**src/rtl/packet_rx.sv**
```systemverilog
// Receive-side deframer: rebuilds one telemetry packet from ASCII-hex bytes
// and presents its header fields and payload with a one-cycle valid strobe.
//
// state | meaning
// ------+--------------------------------------------------------------
// HUNT  | out of sync; everything is discarded until a 0x0D terminator
// RECV  | in sync; hex nibbles shift in, 0x0D closes the packet
module packet_rx #(
  parameter int NUM_INPUTS          = 2,
  parameter int RESOLUTION          = 4,
  parameter int LAG_AUTO            = 1,
  parameter int LAG_CROSS           = 1,
  parameter int HAS_CROSSCORRELATOR = 0,
  parameter int PAYLOAD_SIZE        = ((HAS_CROSSCORRELATOR != 0 ?
                                        NUM_INPUTS * (NUM_INPUTS - 1) / 2 * (LAG_CROSS * 2 - 1) : 0)
                                       + NUM_INPUTS * LAG_AUTO + NUM_INPUTS) * RESOLUTION,
  parameter int PACKET_SIZE         = 64 + PAYLOAD_SIZE,
  parameter int TOTAL_NIBBLES       = PACKET_SIZE / 4
) (
  input  logic                    clk,
  input  logic                    reset,
  input  logic [7:0]              rx_byte,
  input  logic                    rx_valid,
  output logic [PAYLOAD_SIZE-1:0] payload,
  output logic [15:0]             tick,
  output logic [3:0]              flags,
  output logic [15:0]             max_lag,
  output logic [11:0]             delay_size,
  output logic [7:0]              num_inputs,
  output logic [7:0]              resolution,
  output logic                    packet_valid,
  output logic                    packet_error,
  output logic                    mismatch
);

  localparam int CW = $clog2(TOTAL_NIBBLES + 1);
  localparam logic [CW-1:0] FULL_COUNT = CW'(TOTAL_NIBBLES);

  localparam int OFS_TICK  = PAYLOAD_SIZE;
  localparam int OFS_FLAGS = PAYLOAD_SIZE + 16;
  localparam int OFS_MLAG  = PAYLOAD_SIZE + 20;
  localparam int OFS_DELAY = PAYLOAD_SIZE + 36;
  localparam int OFS_NIN   = PAYLOAD_SIZE + 48;
  localparam int OFS_RES   = PAYLOAD_SIZE + 56;

  typedef enum logic {
    S_HUNT = 1'b0,
    S_RECV = 1'b1
  } state_t;

  state_t                 state_q, state_d;
  logic [CW-1:0]          count_q, count_d;
  logic [PACKET_SIZE-1:0] shift_q, shift_d;
  logic [PACKET_SIZE-1:0] hold_q, hold_d;
  logic                   mismatch_q, mismatch_d;
  logic                   valid_q, valid_d;
  logic                   error_q, error_d;

  logic       is_hex;
  logic       is_term;
  logic       is_skip;
  logic [3:0] nibble;
  logic [7:0] rx_nin;
  logic [7:0] rx_res;
  logic       rx_mismatch;

  always_comb begin
    is_hex  = 1'b1;
    nibble  = 4'h0;
    is_term = (rx_byte == 8'h0D);
    is_skip = (rx_byte == 8'h0A) || (rx_byte == 8'h20);
    if (rx_byte >= 8'h30 && rx_byte <= 8'h39) begin
      nibble = rx_byte[3:0];
    end else if ((rx_byte >= 8'h41 && rx_byte <= 8'h46) ||
                 (rx_byte >= 8'h61 && rx_byte <= 8'h66)) begin
      nibble = rx_byte[3:0] + 4'd9;
    end else begin
      is_hex = 1'b0;
    end
  end

  // Widen num_inputs before the +1 so 0xFF cannot alias a small input count.
  always_comb begin
    rx_nin      = shift_q[OFS_NIN +: 8];
    rx_res      = shift_q[OFS_RES +: 8];
    rx_mismatch = (({1'b0, rx_nin} + 9'd1) != 9'(NUM_INPUTS)) ||
                  (rx_res != 8'(RESOLUTION));
  end

  always_ff @(posedge clk or negedge reset) begin
    if (!reset) begin
      state_q    <= S_HUNT;
      count_q    <= '0;
      shift_q    <= '0;
      hold_q     <= '0;
      mismatch_q <= 1'b0;
      valid_q    <= 1'b0;
      error_q    <= 1'b0;
    end else begin
      state_q    <= state_d;
      count_q    <= count_d;
      shift_q    <= shift_d;
      hold_q     <= hold_d;
      mismatch_q <= mismatch_d;
      valid_q    <= valid_d;
      error_q    <= error_d;
    end
  end

  always_comb begin
    state_d    = state_q;
    count_d    = count_q;
    shift_d    = shift_q;
    hold_d     = hold_q;
    mismatch_d = mismatch_q;
    valid_d    = 1'b0;
    error_d    = 1'b0;
    if (rx_valid && !is_skip) begin
      case (state_q)
        S_HUNT: begin
          if (is_term) begin
            state_d = S_RECV;
            count_d = '0;
          end
        end
        S_RECV: begin
          if (is_hex) begin
            if (count_q == FULL_COUNT) begin
              error_d = 1'b1;
              count_d = '0;
              state_d = S_HUNT;
            end else begin
              shift_d = {shift_q[PACKET_SIZE-5:0], nibble};
              count_d = count_q + 1'b1;
            end
          end else if (is_term) begin
            // A terminator always leaves us aligned for the next packet.
            if (count_q == FULL_COUNT) begin
              hold_d     = shift_q;
              mismatch_d = rx_mismatch;
              valid_d    = 1'b1;
            end else if (count_q != '0) begin
              error_d = 1'b1;
            end
            count_d = '0;
          end else begin
            error_d = 1'b1;
            count_d = '0;
            state_d = S_HUNT;
          end
        end
        default: begin
          state_d = S_HUNT;
          count_d = '0;
        end
      endcase
    end
  end

  always_comb begin
    payload      = hold_q[PAYLOAD_SIZE-1:0];
    tick         = hold_q[OFS_TICK  +: 16];
    flags        = hold_q[OFS_FLAGS +: 4];
    max_lag      = hold_q[OFS_MLAG  +: 16];
    delay_size   = hold_q[OFS_DELAY +: 12];
    num_inputs   = hold_q[OFS_NIN   +: 8];
    resolution   = hold_q[OFS_RES   +: 8];
    packet_valid = valid_q;
    packet_error = error_q;
    mismatch     = mismatch_q;
  end

endmodule

```
**config.mk**
```make
export PLATFORM = sky130hd
export DESIGN_NAME = packet_rx
export DESIGN_NICKNAME = d
export VERILOG_FILES = /design/src/rtl/packet_rx.sv
export SDC_FILE = /design/constraint.sdc
export NUM_CORES = 1
export LEC_CHECK = 0
export ABC_AREA = 1
export CAP_MARGIN = 5
export CORE_MARGIN = 2
export CORE_UTILIZATION = 50
export CTS_CLUSTER_DIAMETER = 100
export CTS_CLUSTER_SIZE = 20
export DETAILED_ROUTE_END_ITERATION = 10
export GPL_TIMING_DRIVEN = 0
export PLACE_DENSITY = 0.83
export SYNTH_ARGS = -nofsm -noshare
export SYNTH_HDL_FRONTEND = slang
export SYNTH_SLANG_ARGS = --single-unit
```
**constraint.sdc**
```tcl
create_clock -name clk -period 1.7 [get_ports clk]
set_input_delay 0.425 -clock clk [delete_from_list [all_inputs] [get_ports clk]]
set_output_delay 0.425 -clock clk [all_outputs]
set_load 0.1 [all_outputs]
```
Word level (Yosys, flattened, before mapping)
Index checks and enable logic that the tools add are counted.
{"block": "totals", "register_bits": 169, "output_inout_bits": 83}
{"block": "op_classes", "eq_ne": 7, "n_addsub": 3, "magnitude_cmp": 6, "bitwise": 3, "n_reduce_logical": 12, "n_mux": 23}
{"cell": "8-bit by 4-bit == test with 1-bit output (second input constant)", "n": 2}
{"cell": "8-bit by 7-bit greater-or-equal comparator with 1-bit output (second input constant)", "n": 2}
{"cell": "8-bit by 7-bit <= comparator with 1-bit output (second input constant)", "n": 2}
{"cell": "1-bit two-way mux", "n": 16}
{"cell": "5-bit two-way mux", "n": 3}
{"cell": "5-bit one-hot mux with 2 select lines", "n": 1}
{"cell": "8-bit by 1-bit adder with 9-bit output (second input constant)", "n": 1}
{"cell": "9-bit by 2-bit != test with 1-bit output (second input constant)", "n": 1}
{"cell": "8-bit by 6-bit == test with 1-bit output (second input constant)", "n": 1}
{"cell": "8-bit by 6-bit greater-or-equal comparator with 1-bit output (second input constant)", "n": 1}
{"cell": "8-bit by 6-bit <= comparator with 1-bit output (second input constant)", "n": 1}
{"cell": "4-bit two-way mux", "n": 2}
{"cell": "8-bit by 3-bit != test with 1-bit output (second input constant)", "n": 1}
{"cell": "5-bit by 1-bit adder with 5-bit output (second input constant)", "n": 1}
{"cell": "5-bit == test (second input constant)", "n": 1}
{"cell": "5-bit AND reduction", "n": 1}
{"cell": "5-bit nonzero test", "n": 1}
{"cell": "4-bit adder (second input constant)", "n": 1}
{"cell": "1-bit logical AND", "n": 4}
{"cell": "4-bit AND reduction", "n": 1}
{"cell": "1-bit logical OR", "n": 3}
{"cell": "1-bit inverter", "n": 3}
{"cell": "2-bit != test (second input constant)", "n": 1}
{"cell": "1-bit one-hot mux with 2 select lines", "n": 1}
{"cell": "2 further kinds", "n": 2}

Logic depth before layout (Yosys ltp)
{"block": "depth", "depth_word": 8, "depth_mapped": 12, "ltp_nobuf": 10}

Worst setup path after synthesis
OpenSTA, ideal clock, no wires.
{"block": "synth_path", "path_type": "input to register", "start": "input port rx_byte[1]", "end": "register shift_q[0]", "required_ns": 1.577, "path_slack_ns": 0.000, "stages": 11, "t_arrival_ns": 1.577, "path_cell_list": "inv_1 > ha_1 > o21ai_0 > nand2_1 > nand2_2 > o21ai_4 > nand3_4 > buf_12 > buf_8 > nand2_2 > o21ai_2"}
{"block": "synth_between", "elab_chain_len": 6, "word_cells_on_any_way": 20}
{"element": "from (decl)", "line": "22", "source": "input logic [7:0] rx_byte,"}
{"element": "8-bit by 7-bit greater-or-equal comparator with 1-bit output, or another cell as far along", "line": "74", "source": "end else if ((rx_byte >= 8'h41 && rx_byte <= 8'h46) ||"}
{"element": "1-bit logical AND, on equally long branches", "line": "74, 75"}
{"element": "1-bit logical OR", "line": "74"}
{"element": "1-bit two-way mux", "line": "74"}
{"element": "1-bit two-way mux", "line": "72", "source": "if (rx_byte >= 8'h30 && rx_byte <= 8'h39) begin"}
{"element": "4-bit AND reduction (no source line)"}
{"element": "to (signal assigned)", "line": "102", "source": "shift_q <= shift_d;"}
{"element": "to (decl)", "line": "53", "source": "logic [PACKET_SIZE-1:0] shift_q, shift_d;"}
Parallel ways exist; a longest one is shown, timed or not.
A chain may end at the register's enable or synchronous reset.

Worst setup path after layout
{"block": "layout_path", "start": "register count_q[0]", "end": "register shift_q[61]"}
{"block": "layout_between", "elab_chain_len": 3}
{"element": "from (decl)", "line": "52", "source": "logic [CW-1:0] count_q, count_d;"}
{"element": "from (signal assigned)", "line": "101", "source": "count_q <= count_d;"}
{"element": "5-bit == test", "line": "128", "source": "if (count_q == FULL_COUNT) begin"}
{"element": "1-bit inverter (no source line)"}
{"element": "4-bit AND reduction (no source line)"}
No other way between the ends.

==> impl_metrics.ini <==
[die]
die_h_um = 124.4
dieArea_mm2 = 0.01548
pin_count = 94
die_w_um = 124.4
core_area_mm2 = 0.01437
start_util_pct = 50.45
core.rowCount = 44

[final_layout]
final_core_util_pct = 64.96
n_antenna_cell = 0
final_layout_size_suffix_gt1_share_pct = 43.59
finalInstanceArea_mm2 = 0.009334
final_nets = 862
final-instance-count-excl-fill = 1042
syn2layout_area_growth_pct = 28.75
fill_cells = 1088

[critical_path]
crit_required_ns = 2.02
cpPeakStageDelay_ns = 0.37
crit_fanout = 8
path_class = flip-flop to flip-flop
arrival_ns = 2.02
cp-end-kind = flip-flop
worstPathCellList = inv_2 > ha_4 > nand4_4 > inv_4 > nor2_4 > nand3_4 > buf_12 > buf_12 > clkbuf_16 > nand2_4 > o21ai_1
slowest_stage = dfrtp_1
cp-start-kind = flip-flop
cp_common_cell = buf_12

[sta]
rsz0062_at_grt = yes
finClkSkew_ns = 0.006905
hold_ws_ns = -0.04190
clock.fmax_mhz = 588.0
setup_viol_count_final = 1
slew_viol_final = 0
worst_slew_margin_rel_pct = 55.67
period_share_pct = 100.0
setup_slack_ns = -0.0006952
layout_min_cycle_time_ns = 1.701
finalHoldViolations = 17
worst_slew_pin_slew_ns = 0.6650

[outcome]
status = complete, but fails checks
violations = negative hold slack, negative setup slack

[logic_synthesis]
synth.avg_cell_area_um2 = 10.21
ys_ff_latch = 169
synth_area_mm2 = 0.007249
synth_warnings = 0
netlist_instances = 710
ys_types = 33
yosysSeqAreaShare_pct = 58.34
syn_nets = 727

[clocking]
cts.path.max_buffers = 2
path_clk_slew_ns = 0.07
htree_levels = 4
cts_tree = done
clkSinkCount = 169
cts_made_buffers = 17
root_buffer = clkbuf_16
postCtsHoldBufs = 0
clk_latency_ns = 0.44

[pwr]
p_leak_nw = 4.280
max-vdd-ir-drop_mv = 0.6560
p_per_area_mw_per_mm2 = 888.0

[place]
gp_congestion = 0.8596
place_area_mm2 = 0.008443
dp_hpwl_mm = 9.710
dp.cells = 988
io_buffers = 93

[route]
vias = 5188
post-route-drc-count = 0
drtAntennaViolNets = 0
drtPass1Iterations = 4
wl_per_cell_um = 15.18
drtIter0Drc = 331
wirelength_mm = 15.82
vias_per_cell = 4.979

[worst_hold_path]
hp-class = primary input to asynchronous set/reset pin

[global_route]
grt_pass1_wl_mm = 25.74
track_usage_pct = 20.81
grt_max_degree = 89
overflow = 0
grt_pass1_vias = 5099
antenna_found_initial = 0

[job]
maxCapViolations = 0
-- worst max-delay path: cells and delay by family (launching register included) --
kind                     cells  cell delay (ns)
buffers and inverters        5             0.57
AND/OR/NAND/NOR              4             0.38
flip-flops                   1             0.37
adder cells (fa/ha/maj)      1             0.17
AO/OA/AOI/OAI                1             0.06
-- timing repair --
item / in CTS / in global routing
endpoints found under the setup margin: 252 / 174
gates cloned: 2 / 7
buffers inserted: 12 / 3
gates resized for setup: 465 / 93
pin swaps: 12 / 8
-- stage by stage --
stage	hold WS [ns]	total power [mW]	TNS, ns	setup WS (ns)
floorplan	0.1294	4.261	-0.0003866	-0.0003866
global route	0.02360	8.574	-2.873	-0.06876
detailed placement	0.4673	4.412	-164.07	-1.014
finish	-0.04190	8.288	-0.0006952	-0.0006952
global placement	0.4638	4.399	-1254.87	-6.527
CTS	0.002497	8.316	0	0.001207
-- cells in the mapped netlist --
| cell type | number | area share, % |
|---|---|---|
| dfrtp_1 | 169 | 58 |
| nand2_1 | 108 | 5.6 |
| inv_1 | 90 | 4.7 |
| o21ai_1 | 87 | 6.0 |
| nand2_2 | 82 | 7.1 |
| o21ai_2 | 46 | 5.6 |
| o21ai_0 | 31 | 2.1 |
| nor2_1 | 17 | 0.88 |
| clkbuf_1 | 10 | 0.52 |
| buf_6 | 8 | 1.2 |
| nand3_1 | 8 | 0.55 |
| buf_12 | 7 | 1.9 |
| buf_2 | 6 | 0.41 |
| ha_1 | 6 | 1.0 |
| nor2_2 | 5 | 0.43 |
| nand3_2 | 4 | 0.55 |
| inv_2 | 3 | 0.16 |
| nand4_1 | 3 | 0.26 |
| buf_8 | 2 | 0.41 |
| nor2_4 | 2 | 0.31 |
| nor3_1 | 2 | 0.14 |
| nor4_1 | 2 | 0.17 |
| xor2_1 | 2 | 0.24 |
| a21oi_1 | 1 | 0.069 |
| a31oi_1 | 1 | 0.086 |
| nand2_4 | 1 | 0.16 |
| nand3_4 | 1 | 0.24 |
| nand4_2 | 1 | 0.17 |
| nor3b_1 | 1 | 0.10 |
| o21a_1 | 1 | 0.10 |
| o21ai_4 | 1 | 0.22 |
| o31ai_1 | 1 | 0.10 |
| xnor2_1 | 1 | 0.12 |
-- sequential cells by signal, indices dropped and copies added (netlist names) --
name          flops
packet_error      1
mismatch          1
state_q           1
shift_q          80
hold_q           80
packet_valid      1
count_q           5
-- layer usage --
| metal | part of all wire (%) | global-route usage [%] |
|---|---|---|
| met5 | 0 | 0 |
| met4 | 1.6 | 7.336 |
| met3 | 3.9 | 4.725 |
| met2 | 50 | 32.53 |
| met1 | 45 | 28.83 |
-- cell families after synthesis --
kind of cell,Yosys count,synth area share [%]
AND/OR/NAND/NOR,237,16.64
AO/OA/AOI/OAI,169,14.29
flip-flops,169,58.34
buffers and inverters,126,9.337
adder cells (fa/ha/maj),6,1.036
XOR/XNOR,3,0.3625
-- area by class of cell --
class,count,area (um^2),area share [%]
Buffer,32,360.3,3.861
Clock buffer,18,429.2,4.598
Clock inverter,14,162.7,1.743
Inverter,93,354.1,3.794
Multi-Input combinational cell,416,2649,28.38
Sequential cell,169,4229,45.31
Tap cell,184,230.2,2.466
Timing Repair Buffer,116,919.6,9.853
-- path summary, 6_finish.rpt --
kind                            start          end  slack, ns  cells past startpoint
max reg2reg                count_q[0]  shift_q[61]    -0.0007                     11
max in group asynchronous       reset  shift_q[79]       0.93                      2
max                        count_q[0]  shift_q[61]    -0.0007                     11
min in group clk           rx_byte[0]   shift_q[0]       0.44                      4
min reg2reg                hold_q[76]   hold_q[76]       0.48                      2
min                             reset  shift_q[40]      -0.04                      1
-- power breakdown --
group	internal (mW)	total [mW]	switching (mW)
clock	2.20	3.90	1.70
sequential	4.04	4.06	0.0176
combinational	0.112	0.335	0.223
total	6.35	8.29	1.94
-- cell usage in the layout, fill, tap and decap left out, types with 5 or more instances in the layout --
master         count
buf_8              7
nand2_2           88
o21ai_2           67
inv_2              6
nand2_4           18
o21ai_1           70
buf_12            11
buf_4             16
dlygate4sd2_1      6
nor2_2             6
nor2_1            14
dfrtp_1          169
clkbuf_2           6
buf_2             68
inv_6              5
clkbuf_16         24
nand3_1            8
clkbuf_4          22
inv_1             85
o21ai_0           27
nand2_1           85
No activity file was read; power rests on OpenSTA's default activity.
